**config.mk**
```make
export PLATFORM = sky130hd
export DESIGN_NAME = remote_cmd_arbiter
export DESIGN_NICKNAME = d
export VERILOG_FILES = /design/src/rtl/remote_arb_pkg.sv /design/src/rtl/rr_arbiter.sv /design/src/rtl/remote_cmd_arbiter.sv
export SDC_FILE = /design/constraint.sdc
export NUM_CORES = 1
export LEC_CHECK = 0
export CAP_MARGIN = 20
export CORE_AREA = 2 2 89 74
export DETAILED_ROUTE_END_ITERATION = 16
export DIE_AREA = 0 0 91 76
export PLACE_DENSITY_LB_ADDON = 0.12
export SLEW_MARGIN = 20
export SYNTH_ARGS = -nofsm -noshare
export SYNTH_HDL_FRONTEND = slang
export SYNTH_SLANG_ARGS = --single-unit
export TNS_END_PERCENT = 20
```
**constraint.sdc**
```tcl
create_clock -name clk -period 2.8 [get_ports clk]
set_input_delay 0.56 -clock clk [delete_from_list [all_inputs] [get_ports clk]]
set_output_delay 0.56 -clock clk [all_outputs]
set_load 0.05 [all_outputs]
```
**src/rtl/remote_arb_pkg.sv**
```systemverilog
// Shared types and widths for the RemoteComm command arbiter.
package remote_arb_pkg;

    localparam int CMD_W  = 16;
    localparam int RESP_W = 8;

    localparam logic [RESP_W-1:0] RESP_TIMEOUT = 8'h00;

    typedef enum logic [2:0] {
        IDLE,
        ISSUE,
        WAIT_SNT,
        WAIT_RESP,
        DONE
    } arb_state_t;

endpackage

```
**src/rtl/rr_arbiter.sv**
```systemverilog
// Combinational round-robin pick: first set request scanning upward from ptr+1, wrapping.
module rr_arbiter #(
    parameter  int NUM_REQ = 2,
    localparam int IDX_W   = $clog2(NUM_REQ)
) (
    input  logic [NUM_REQ-1:0] req,
    input  logic [IDX_W-1:0]   ptr,
    input  logic               en,
    output logic [NUM_REQ-1:0] onehot,
    output logic [IDX_W-1:0]   idx
);

    logic             found;
    logic [IDX_W-1:0] cand;

    always_comb begin
        // NOTE: every variable gets a default first so no path leaves it unassigned (no latch).
        onehot = '0;
        idx    = '0;
        found  = 1'b0;
        cand   = '0;
        for (int k = 1; k <= NUM_REQ; k++) begin
            cand = IDX_W'((int'(ptr) + k) % NUM_REQ);
            if (en && !found && req[cand]) begin
                found        = 1'b1;
                onehot[cand] = 1'b1;
                idx          = cand;
            end
        end
    end

endmodule

```
**src/rtl/remote_cmd_arbiter.sv**
```systemverilog
// Round-robin sharing of one RemoteComm command channel; one transaction in flight at a time.
module remote_cmd_arbiter
    import remote_arb_pkg::*;
#(
    parameter int NUM_REQ        = 2,
    parameter int TIMEOUT_CYCLES = 1_000_000
) (
    input  logic                     clk,
    input  logic                     rst,
    input  logic [NUM_REQ-1:0]       req,
    input  logic [CMD_W*NUM_REQ-1:0] req_cmd,
    output logic [NUM_REQ-1:0]       gnt,
    output logic [NUM_REQ-1:0]       done,
    output logic [RESP_W-1:0]        resp_out,
    output logic                     timed_out,
    output logic                     busy,
    output logic                     snd_cmd,
    output logic [CMD_W-1:0]         cmd,
    input  logic                     cmd_snt,
    input  logic [RESP_W-1:0]        resp,
    input  logic                     resp_rdy
);

    localparam int               IDX_W    = $clog2(NUM_REQ);
    localparam int               CNT_W    = (TIMEOUT_CYCLES > 2) ? $clog2(TIMEOUT_CYCLES) : 1;
    localparam logic [CNT_W-1:0] CNT_LAST = CNT_W'(TIMEOUT_CYCLES - 1);

    arb_state_t         state;
    logic [IDX_W-1:0]   ptr;
    logic [CNT_W-1:0]   count;
    logic               resp_rdy_q;
    logic               seen;

    logic [NUM_REQ-1:0] win_onehot;
    logic [IDX_W-1:0]   win_idx;
    logic [CMD_W-1:0]   win_cmd;
    logic               rise;
    logic               in_wait;
    logic               expired;

    rr_arbiter #(.NUM_REQ(NUM_REQ)) u_rr (
        .req    (req),
        .ptr    (ptr),
        .en     (state == IDLE),
        .onehot (win_onehot),
        .idx    (win_idx)
    );

    always_comb begin
        win_cmd = '0;
        for (int i = 0; i < NUM_REQ; i++) begin
            if (win_idx == IDX_W'(i)) win_cmd = req_cmd[CMD_W*i +: CMD_W];
        end
    end

    // resp_rdy is a level that RemoteComm never clears, so only its rising edge marks a new byte.
    assign rise    = resp_rdy & ~resp_rdy_q;
    assign in_wait = (state == WAIT_SNT) || (state == WAIT_RESP);
    assign expired = (count == CNT_LAST);

    always_ff @(posedge clk) begin
        if (rst) begin
            state      <= IDLE;
            ptr        <= IDX_W'(NUM_REQ - 1);
            count      <= '0;
            resp_rdy_q <= 1'b0;
            seen       <= 1'b0;
            gnt        <= '0;
            done       <= '0;
            resp_out   <= '0;
            timed_out  <= 1'b0;
            busy       <= 1'b0;
            snd_cmd    <= 1'b0;
            cmd        <= '0;
        end else begin
            // NOTE: all state uses non-blocking assignments so every register sees pre-edge values.
            resp_rdy_q <= resp_rdy;
            snd_cmd    <= 1'b0;
            done       <= '0;

            if (in_wait && rise) begin
                resp_out <= resp;
                seen     <= 1'b1;
            end

            case (state)
                IDLE: begin
                    if (|req) begin
                        gnt   <= win_onehot;
                        cmd   <= win_cmd;
                        ptr   <= win_idx;
                        busy  <= 1'b1;
                        state <= ISSUE;
                    end
                end
                ISSUE: begin
                    snd_cmd <= 1'b1;
                    count   <= '0;
                    seen    <= 1'b0;
                    state   <= WAIT_SNT;
                end
                WAIT_SNT: begin
                    count <= count + 1'b1;
                    if (expired) begin
                        done      <= gnt;
                        timed_out <= 1'b1;
                        resp_out  <= RESP_TIMEOUT;
                        state     <= DONE;
                    end else if (cmd_snt) begin
                        state <= WAIT_RESP;
                    end
                end
                WAIT_RESP: begin
                    count <= count + 1'b1;
                    // Completion takes precedence over a timeout landing on the same cycle.
                    if (seen || rise) begin
                        done      <= gnt;
                        timed_out <= 1'b0;
                        state     <= DONE;
                    end else if (expired) begin
                        done      <= gnt;
                        timed_out <= 1'b1;
                        resp_out  <= RESP_TIMEOUT;
                        state     <= DONE;
                    end
                end
                DONE: begin
                    gnt       <= '0;
                    busy      <= 1'b0;
                    timed_out <= 1'b0;
                    state     <= IDLE;
                end
                default: state <= IDLE;
            endcase
        end
    end

endmodule

```
==> results of run 1 <==
==> sequential cells by signal (all words and copies together) (netlist names) <==
name        flops
count          20
cmd            16
resp_out        8
state           3
done            2
gnt             2
busy            1
ptr             1
resp_rdy_q      1
seen            1
snd_cmd         1
timed_out       1
==> path summary, 6_finish.rpt <==
kind,from,end,slack [ns],cells after the start
hold / removal,gnt[1],done[1],0.46,2
setup / recovery,count[8],resp_out[5],0.60,4
hold reg to reg,gnt[1],done[1],0.46,2
setup reg to reg,count[8],resp_out[5],0.60,4
==> layout make-up <==
cell class / count / area (um^2)
Fill cell: 538 / 2460
Clock inverter: 6 / 66.3
Inverter: 8 / 30.0
Timing Repair Buffer: 82 / 801
Multi-Input combinational cell: 208 / 1370
Clock buffer: 10 / 138
Sequential cell: 57 / 1140
Tap cell: 84 / 105
==> routing by layer <==
layer | wire [um] | global-route usage
met1 | 3060 | 0.262
met2 | 2720 | 0.284
met3 | 555 | 0.0791
met4 | 89 | 0.0697
met5 | 0 | 0
==> worst min-delay path, stage by stage, from the launching register on <==
cell     delay [ns]
dfxtp_1        0.33
nand2_1        0.06
nor2_1         0.04
==> report_power, final <==
group	total, mW	switching [mW]	internal (mW)
logic	0.656	0.400	0.256
registers	0.925	0.0456	0.879
clock network	0.778	0.343	0.435
total	2.36	0.789	1.57
==> metrics by stage <==
step                      total power [mW]  instance area (um^2)  utilization  setup slack, ns  hold slack (ns)
after floorplan                       1.37                  2620            -            0.805            0.435
after global placement                1.60                  3450        0.564            0.624            0.445
after detailed placement              1.60                  3450        0.564            0.604            0.449
after CTS                             2.38                  3650        0.597            0.585            0.466
after global routing                  2.47                  3650        0.597            0.387            0.478
final                                 2.36                  3650        0.597            0.605            0.464
==> cell usage after synthesis (2+ instances only) <==
master	count
nand3_1	13
o21a_1	2
or4_1	4
nor3b_1	2
or4b_1	2
dfxtp_1	57
a211oi_1	17
buf_2	4
a22oi_1	2
mux2i_1	24
inv_1	8
nand4_1	6
a311oi_1	2
a21oi_1	9
clkbuf_1	11
mux2_2	2
or3_1	7
o41ai_1	3
o21ai_0	10
a221o_1	2
a31oi_1	2
nand2_1	16
and3_1	3
or4bb_1	2
nor2b_1	5
o211ai_1	5
buf_1	2
nor2_1	34
nor3_1	12
nand2b_1	2
==> logic make-up (layout without fill, tap and decap cells) <==
logic type / after synthesis / in the layout
compound gates: 60 / 60
simple gates: 120 / 120
xor+xnor: 1 / 1
fa+ha+maj: 1 / 1
flops: 57 / 57
buf+inv: 26 / 106
mux: 26 / 26
==> flow_summary.json, run 1 <==
{
  "status": "finished clean",
  "crit_path_end_kind": "flip-flop",
  "cts_buffers": 9,
  "post_cts_buffers": 0,
  "area_growth_pct": 39.7,
  "worstSetupPathType": "reg2reg",
  "hold_path.class": "reg2reg",
  "ys_top_cells_by_area": "dfxtp_1 (44%), mux2i_1 (9.2%), a211oi_1 (4.9%)",
  "track_usage": 0.196,
  "port_buffers": 76,
  "synth_mux_area_frac": 0.100,
  "antennaDiodeCount": 0,
  "h-tree-depth": 3,
  "yosys.area_share.simple": 0.256,
  "leakage_nw": 1.31,
  "fmax_mhz": 456,
  "worst_pin_slew_ns": 0.880,
  "fp-row-count": 26,
  "cp_slowest_cell": "or4b_1",
  "routedWlPerCell_um": 14.1,
  "instances_no_fill": 455,
  "ant_nets": 0,
  "path_buf_inv": 0,
  "die-area_mm2": 0.00692,
  "grt.overflow.total": 0,
  "ys.flop_type": "dfxtp_1",
  "critPathLaunchType": "flip-flop",
  "final_cell_mix": "clkdlybuf4s50_1 (75), dfxtp_1 (57), nor2_1 (34), mux2i_1 (24), a211oi_1 (17)",
  "cts-resized-gates": 0,
  "place_inst": 439,
  "slew_headroom": 0.411,
  "ir_worst_vdd_mv": 0.361,
  "cts_tree": "built",
  "drt-initial-drc-count": 122,
  "drv_cap": 0,
  "fin_nets": 413,
  "design.core.area_mm2": 0.00612,
  "rsz0062_at_grt": "false",
  "dr.pass1.iters": 4,
  "tns_ns": 0,
  "critPathRequiredTime_ns": 3.01,
  "avgViaCountPerCell": 5.35,
  "start_util": 0.428,
  "syn-num-nets": 338,
  "die_width_um": 91,
  "hold_buffers": 0,
  "final_layout_size_suffix_gt1_frac": 0.0943,
  "seq_area_frac_synth": 0.436,
  "clockBufferDepth": 2,
  "finalHoldViolations": 0,
  "place_congestion": 0.833,
  "ios": 77,
  "die_y_um": 76,
  "synth_top_family_by_area": "simple AND/OR/NAND/NOR gates",
  "synth-edff-count": 0,
  "path_max_fanout": 8,
  "ys_warn_count": 0,
  "drc": 0,
  "syn_area_mm2": 0.00262,
  "synthCells": 291,
  "avgSynthCellArea_um2": 8.99,
  "pwr_density_cell_mw_per_mm2": 646,
  "cp_top_family": "simple AND/OR/NAND/NOR gates",
  "setup_viol_count_final": 0,
  "totalWireLength_um": 6420,
  "grt_pass1_vias": 2291,
  "clock-sinks": 57,
  "synthDistinctLibCells": 51,
  "worst_ep_arrival_time_ns": 2.41,
  "dpl.hpwl_um": 4600,
  "fin_crit_sh": 0.784,
  "min_period_ns": 2.20,
  "synth-xor-area-share": 0.00335,
  "cts_root_buf": "clkbuf_8",
  "clk_latency_ns": 0.34,
  "yosysTopAreaCell": "dfxtp_1",
  "layout_commonest_cell": "clkdlybuf4s50_1",
  "ys_seq_elements": 57,
  "crit_path_max_incr_delay_ns": 0.55,
  "synthArstFlopShare": 0,
  "synthAdderAreaFrac": 0.00478,
  "grt_max_degree": 34,
  "clk_pin_slew_ns": 0.07,
  "yosysTopAreaCellShare": 0.436,
  "grt_pass1_wl_um": 10900,
  "vias": 2432,
  "worstPathCellList": "or4b_1 -> nor4_2 -> nor4b_4 -> nor3_1",
  "synth_compound_area_frac": 0.160,
  "maxSlewViolCount": 0,
  "clock_skew_ns": 0.00377,
  "antenna_found_initial": 0
}
Power figures use the tool's default switching activity.
==> inputs of run 2 (changes only) <==
clock period = 2.29 ns   (was 2.8 ns; I/O delays follow)
==> flow_summary.json, run 2 (synthesis gave the netlist of run 1 again) <==
{
  "status": "finished clean",
  "antennaDiodeCount": 0,
  "top_register": "count",
  "setup.worst_path.start": "count[2]",
  "reg_top3": "count x20, cmd x16, resp_out x8",
  "critPathRequiredTime_ns": 2.55,
  "clk_pin_slew_ns": 0.06,
  "clockBufferDepth": 2,
  "port_buffers": 76,
  "track_usage": 0.198,
  "area_growth_pct": 42.0,
  "r2r_slack_ns": 0.28,
  "crit_path_max_incr_delay_ns": 0.58,
  "setup_viol_count_final": 0,
  "start_util": 0.428,
  "path_max_fanout": 8,
  "power_frac_comb": 0.276,
  "die-area_mm2": 0.00692,
  "dpl.hpwl_um": 4790,
  "drt-initial-drc-count": 108,
  "fin_crit_sh": 0.879,
  "ir_worst_vdd_mv": 0.417,
  "antenna_found_initial": 0,
  "pwr_density_cell_mw_per_mm2": 793,
  "power_frac_seq": 0.384,
  "die_y_um": 76,
  "grt_max_degree": 34,
  "hold_buffers": 0,
  "worstSetupPathType": "reg2reg",
  "worst_pin_slew_ns": 0.538,
  "drc": 0,
  "clockPowerShare": 0.340,
  "final_cell_mix": "clkdlybuf4s50_1 (75), dfxtp_1 (57), nor2_1 (34), mux2i_1 (24), a211oi_1 (17)",
  "routedWlPerCell_um": 14.5,
  "reg2reg_from": "count[2]",
  "leakage_nw": 1.36,
  "slew_headroom": 0.641,
  "h-tree-depth": 3,
  "tns_ns": 0,
  "switching_share": 0.320,
  "p_total_mw": 2.94,
  "crit_path_end_kind": "flip-flop",
  "grt_pass1_wl_um": 11000,
  "cts-resized-gates": 0,
  "fin_area_mm2": 0.00371,
  "cts_buffers": 9,
  "cts_tree": "built",
  "layout_commonest_cell": "clkdlybuf4s50_1",
  "grt.overflow.total": 0,
  "dr.pass1.iters": 4,
  "worst_ep_arrival_time_ns": 2.27,
  "cts_root_buf": "clkbuf_8",
  "fmax_mhz": 497,
  "grt_pass1_vias": 2250,
  "worst_slack_ns": 0.277,
  "vias": 2456,
  "clk_latency_ns": 0.33,
  "final_layout_size_suffix_gt1_frac": 0.108,
  "ant_nets": 0,
  "worstPathCellList": "and4_4 -> or4b_1 -> or4_1 -> o211ai_1",
  "rsz0062_at_grt": "false",
  "hold_start": "gnt[1]",
  "place_congestion": 0.850,
  "finalHoldViolations": 0,
  "die_width_um": 91,
  "totalWireLength_um": 6680,
  "clock-sinks": 57,
  "p_switching_mw": 0.943,
  "avgViaCountPerCell": 5.32,
  "critPathLaunchType": "flip-flop",
  "design.core.area_mm2": 0.00612,
  "placed_area_mm2": 0.00350,
  "final_util": 0.607,
  "hold_path.class": "reg2reg",
  "internal_power_mw": 2.00,
  "cp_slowest_cell": "or4b_1",
  "maxSlewViolCount": 0,
  "fp-row-count": 26,
  "ios": 77,
  "drv_cap": 0,
  "min_period_ns": 2.01,
  "clock_skew_ns": 0.00450,
  "dp_slack_ns": 0.198,
  "fin_nets": 420,
  "largest_reg_flops": 20,
  "post_cts_buffers": 0
}
-- run 2: cell types whose count changed in the layout (fill, tap and decap cells not counted) --
| cell | change |
|---|---|
| buf_4 | +7 |
| bufinv_16 | +1 |
| clkbuf_1 | +1 |
| clkbuf_8 | -1 |
| clkinv_2 | +2 |
| clkinvlp_4 | -2 |
| inv_6 | -1 |
-- run 2: power groups by stage --
| stage | clock network (mW) | registers [mW] | logic, mW |
|---|---|---|---|
| floorplan | 0 | 1.37 | 0.302 |
| global placement | 0 | 1.15 | 0.808 |
| detailed placement | 0 | 1.15 | 0.811 |
| CTS | 1.03 | 1.13 | 0.816 |
| global route | 1.09 | 1.14 | 0.868 |
| finish | 1.00 | 1.13 | 0.813 |
-- run 2: path summary, 6_finish.rpt --
kind	endpoint	depth (start not counted)
hold / removal	done[1]	2
hold reg to reg	done[1]	2
setup reg to reg	count[19]	4
setup / recovery	count[19]	4
-- run 2: metrics by stage --
| stage | hold WS, ns | instances |
|---|---|---|
| after detailed placement | 0.450 | 446 |
| after CTS | 0.465 | 462 |
| after floorplan | 0.435 | 291 |
| after global routing | 0.475 | 462 |
| after global placement | 0.448 | 446 |
| final | 0.460 | 462 |
-- run 2: final cells by class --
class                   instances  area, um^2
well taps                      84         105
flip-flops and latches         57        1140
inverters                       8        30.0
clock buffers                  10         128
multi-input cells             208        1370
repair buffers                 89         853
fillers                       543        2400
clock inverters                 6        82.6
-- run 2: metal layers --
metal	GRT usage	wire, um
met5	0	0
met4	0.0621	57
met3	0.0890	611
met2	0.274	2820
met1	0.274	3190
-- run 2: critical path, delay by kind of cell, from the launching register on --
kind / cells / cell delay, ns
AO/OA/AOI/OAI: 1 / 0.16
AND/OR/NAND/NOR: 3 / 1.36
flip-flops: 1 / 0.42
